==> src/rtl/pwm_ramp_controller.sv <==
// PWM ramp sequencer: owns the PWM driver's cycle/duty, applies new targets at period boundaries
// and ramps duty by a fixed step per period. Optional `PWM_RAMP_ABORT_EN adds an abort input.
module pwm_ramp_controller #(
  parameter int unsigned COUNTER_BITS = 32
) (
  input  logic                    clk,
  input  logic                    reset,
`ifdef PWM_RAMP_ABORT_EN
  input  logic                    abort,
`endif
  input  logic                    cfg_valid,
  output logic                    cfg_ready,
  input  logic [COUNTER_BITS-1:0] cfg_cycle,
  input  logic [COUNTER_BITS-1:0] cfg_duty,
  input  logic [COUNTER_BITS-1:0] cfg_step,
  output logic [COUNTER_BITS-1:0] cycle,
  output logic [COUNTER_BITS-1:0] duty,
  output logic                    period_tick,
  output logic                    busy,
  output logic                    done
);

  typedef enum logic [1:0] {StIdle, StPending, StRamp} state_e;

  state_e                  state_q;
  logic [COUNTER_BITS-1:0] counter_q;
  logic [COUNTER_BITS-1:0] cycle_q;
  logic [COUNTER_BITS-1:0] duty_q;
  logic [COUNTER_BITS-1:0] tgt_cycle_q;
  logic [COUNTER_BITS-1:0] tgt_duty_q;
  logic [COUNTER_BITS-1:0] tgt_step_q;
  logic                    done_q;

  logic                    abort_req;
  logic                    transfer;
  logic [COUNTER_BITS-1:0] cfg_duty_clamped;
  logic [COUNTER_BITS-1:0] work_duty;
  logic [COUNTER_BITS-1:0] stepped_duty;

`ifdef PWM_RAMP_ABORT_EN
  assign abort_req = abort;
`else
  assign abort_req = 1'b0;
`endif

  assign period_tick = (cycle_q == '0) | (counter_q >= cycle_q - COUNTER_BITS'(1));
  assign cfg_ready   = (state_q == StIdle) & ~abort_req;
  assign transfer    = cfg_valid & cfg_ready;
  assign busy        = (state_q != StIdle);
  assign done        = done_q;
  assign cycle       = cycle_q;
  assign duty        = duty_q;

  assign cfg_duty_clamped = (cfg_duty > cfg_cycle) ? cfg_cycle : cfg_duty;

  // Differences are taken in the safe direction so the step never overflows or overshoots.
  always_comb begin
    work_duty = duty_q;
    if (state_q == StPending && duty_q > tgt_cycle_q) begin
      work_duty = tgt_cycle_q;
    end
    if (work_duty < tgt_duty_q) begin
      stepped_duty = (tgt_duty_q - work_duty <= tgt_step_q) ? tgt_duty_q : work_duty + tgt_step_q;
    end else begin
      stepped_duty = (work_duty - tgt_duty_q <= tgt_step_q) ? tgt_duty_q : work_duty - tgt_step_q;
    end
  end

  always_ff @(posedge clk) begin
    if (!reset) begin
      state_q     <= StIdle;
      counter_q   <= '0;
      cycle_q     <= '0;
      duty_q      <= '0;
      tgt_cycle_q <= '0;
      tgt_duty_q  <= '0;
      tgt_step_q  <= '0;
      done_q      <= 1'b0;
    end else begin
      done_q    <= 1'b0;
      counter_q <= period_tick ? '0 : counter_q + COUNTER_BITS'(1);
      if (abort_req) begin
        state_q     <= StIdle;
        duty_q      <= '0;
        tgt_cycle_q <= '0;
        tgt_duty_q  <= '0;
        tgt_step_q  <= '0;
      end else begin
        unique case (state_q)
          StIdle: begin
            if (transfer) begin
              tgt_cycle_q <= cfg_cycle;
              tgt_duty_q  <= cfg_duty_clamped;
              tgt_step_q  <= cfg_step;
              state_q     <= StPending;
            end
          end
          StPending: begin
            if (period_tick) begin
              cycle_q <= tgt_cycle_q;
              if (tgt_step_q == '0 || work_duty == tgt_duty_q) begin
                duty_q  <= tgt_duty_q;
                done_q  <= 1'b1;
                state_q <= StIdle;
              end else begin
                duty_q  <= stepped_duty;
                state_q <= StRamp;
              end
            end
          end
          StRamp: begin
            if (period_tick) begin
              duty_q <= stepped_duty;
              if (stepped_duty == tgt_duty_q) begin
                done_q  <= 1'b1;
                state_q <= StIdle;
              end
            end
          end
          default: state_q <= StIdle;
        endcase
      end
    end
  end

endmodule

==> config.mk <==
export PLATFORM = sky130hd
export DESIGN_NAME = pwm_ramp_controller
export DESIGN_NICKNAME = d
export VERILOG_FILES = /design/src/rtl/pwm_ramp_controller.sv
export SDC_FILE = /design/constraint.sdc
export NUM_CORES = 1
export LEC_CHECK = 0
export BUFFER_PORTS_ARGS = -buffer_cell sky130_fd_sc_hd__clkbuf_2
export CAP_MARGIN = 20
export CORE_MARGIN = 2
export CORE_UTILIZATION = 50
export CTS_CLUSTER_DIAMETER = 120
export DETAILED_ROUTE_END_ITERATION = 8
export HOLD_SLACK_MARGIN = 0.12
export PLACE_DENSITY = 0.68
export REMOVE_ABC_BUFFERS = 1
export SLEW_MARGIN = 10
export SYNTH_ARGS = -nofsm -noshare
export SYNTH_HDL_FRONTEND = slang
export SYNTH_SLANG_ARGS = --single-unit
==> constraint.sdc <==
create_clock -name clk -period 19.6 [get_ports clk]
set_input_delay 2.94 -clock clk [delete_from_list [all_inputs] [get_ports clk]]
set_output_delay 2.94 -clock clk [all_outputs]
set_load 0.02 [all_outputs]
==> flow_metrics.tcl <==
set metrics [dict create \
    avgViaCountPerCell 6.357 \
    clk_latency_ns 0.50 \
    min_period_ns 12.29 \
    htreeDepth 4 \
    place_inst 3401 \
    first_global_vias 20516 \
    clk_pin_slew_ns 0.09 \
    met3WireLength_um 6830 \
    ys.flop_type "dfxtp_1" \
    slowest_stage "a2111oi_0" \
    hold_viol_final 0 \
    critical_path.most_common_cell "o21ai_0" \
    drc 0 \
    cts-root-buf "clkbuf_16" \
    ys_types 87 \
    synth_largest_area_cell "dfxtp_1" \
    startpoint "tgt_cycle_q[27]" \
    cts_tree "yes" \
    ios 167 \
    wl_met1_um 36870 \
    critPathMaxStageDelay_ns 0.90 \
    dp_hpwl_um 68130 \
    cap_violations 0 \
    grt-ovfl-total 0 \
    synth_edf_count 0 \
    skew_ns 0.02438 \
    post_cts_buffers 0 \
    row_count 75 \
    ant_nets 0 \
    die_w_um 208.9 \
    synth_top_area_share 0.1860 \
    tns_ns 0 \
    cts_buffers 17 \
    ys_seq_area_frac 0.1860 \
    ys_seq_elements 195 \
    yosysWarnings 0 \
    drt_iter0_drc 2247 \
    wl_um 83210 \
    dieArea_sq_um 43640 \
    wl_met2_um 35360 \
    worst_pin_slew_ns 1.123 \
    vias 21844 \
    grt_usage 0.3736 \
    required_ns 20.02 \
    outcome "completed" \
    clk_path_buf_depth 2 \
    crit_path_end_kind "flip-flop" \
    routabilityCongestion 1.029 \
    antenna_found_initial 0 \
    holdCritPathClass "flip-flop to flip-flop" \
    nets 3275 \
    area_delta_synth_final_pct 8.768 \
    ctsHoldBuffers 0 \
    crit_type "flip-flop to flip-flop" \
    syn_area_per_cell_sq_um 7.467 \
    cp.arrival_ns 12.72 \
    stdcell_count 3436 \
    maxSlewHeadroom 0.2442 \
    final_max_slew_viol_count 0 \
    rsz0062_at_grt "no" \
    routed.top_layer "met4" \
    drive_gt1_frac 0.08912 \
    path_max_fanout 63 \
    wire_per_inst_um 24.22 \
    synthArstFlopShare 0 \
    port_buffers 166 \
    cts.sinks 195 \
    min_from "tgt_cycle_q[10]" \
    syn_area_sq_um 20990 \
    grt_max_degree 111 \
    synthCells 2811 \
    max_freq_mhz 81.35 \
    period_share 0.6271 \
    die_h_um 208.9 \
    coreArea_sq_um 41670 \
    start_util 0.5038 \
    crit_buf_inv 4 \
    path_delay_family "compound AO/OA/AOI/OAI gates" \
    setup_violations 0 \
    synthTopCellsByArea "dfxtp_1, ha_1, nand2_1, a21oi_1, xnor2_1" \
    grt_pass1_wl_um 123900 \
    cp-start-kind "flip-flop" \
    ctsResizeCount 0 \
    drtPass1Iterations 5 \
    r2r_start "tgt_cycle_q[27]" \
]
flip-flops by register name, indices dropped and copies added, names as in the netlist:
| register | cells |
|---|---|
| counter_q | 32 |
| cycle | 32 |
| done | 1 |
| duty | 32 |
| state_q | 2 |
| tgt_cycle_q | 32 |
| tgt_duty_q | 32 |
| tgt_step_q | 32 |
stage by stage:
stage               worst slack (ns)  area (sq um)    util  hold slack, ns
finish                         7.308         22830  0.5480          0.4847
global route                   6.712         22830  0.5478          0.5077
CTS                            7.720         22810  0.5475          0.4879
detailed placement             7.758         22170  0.5321          0.4764
global placement               8.061         22170  0.5320          0.4631
floorplan                      9.557         20440       -          0.4375
cell families after synthesis:
logic type | count (synthesis) | share of synthesized area
DFF | 195 | 0.1860
adders and majority gates | 294 | 0.1767
and+or+nand+nor | 891 | 0.2029
AOI/OAI and AO/OA | 817 | 0.2585
xor gates and xnor gates | 175 | 0.07302
muxes | 78 | 0.03737
buffers and inverters | 361 | 0.06551
synthesized netlist by cell type, types with 63 or more instances:
library cell and number:
dfxtp_1 195, a21boi_0 92, a21oi_1 219, o21ai_0 163, clkbuf_1 121, ha_1 290, inv_1 219, xor2_1 63
xnor2_1 112, nor2_1 181, nor2b_1 71, mux2i_1 75, nand2_1 325
worst register-to-register path, delay by kind of cell, from the launching register on:
| kind | cells | cell delay, ns |
|---|---|---|
| compound gates | 18 | 6.00 |
| fa+ha+maj | 3 | 0.88 |
| flops | 1 | 0.37 |
| mux | 1 | 0.22 |
| buf+inv | 4 | 1.09 |
| simple gates | 12 | 3.64 |
worst paths after layout:
path,end,cells after the start,slack [ns]
min,tgt_cycle_q[10],2,0.48
max,state_q[0],38,7.31
min reg2reg,tgt_cycle_q[10],2,0.48
max reg2reg,state_q[0],38,7.31
routing by layer:
| metal | track usage | vias up |
|---|---|---|
| met1 | 0.5174 | 10377 |
| li1 | - | 10200 |
| met4 | 0.1840 | 0 |
| met2 | 0.5694 | 1081 |
| met5 | 0 | - |
| met3 | 0.05125 | 186 |
cells in the final DEF (no fill, tap or decap), types with 20 or more instances in the layout:
cell type	n
inv_1	219
dfxtp_1	195
xor2_1	63
buf_4	26
a211oi_1	20
nand3_1	56
nor3_1	44
nor2b_1	70
xnor2_1	112
o221ai_1	28
mux2i_1	75
nor4_1	37
a21o_1	48
a21boi_0	92
nand4_1	58
and3_1	21
nand2_1	324
nand2b_1	39
ha_1	290
a21oi_1	219
o21bai_1	26
o21ai_0	163
nor2_1	180
clkbuf_2	165
cell type report:
type | count | area, sq um
timing repair buffer | 193 | 1041
sequential | 195 | 3904
clock buffer | 17 | 425.4
multi-input combinational | 2255 | 15740
fill | 4113 | 18830
clock inverter | 15 | 215.2
tap | 539 | 674.4
inverter | 220 | 825.8
antenna | 2 | 5.005
Power is left out: the tool's default activity adds up to more than one toggle a clock period on the data nets, which glitch-free logic cannot reach.
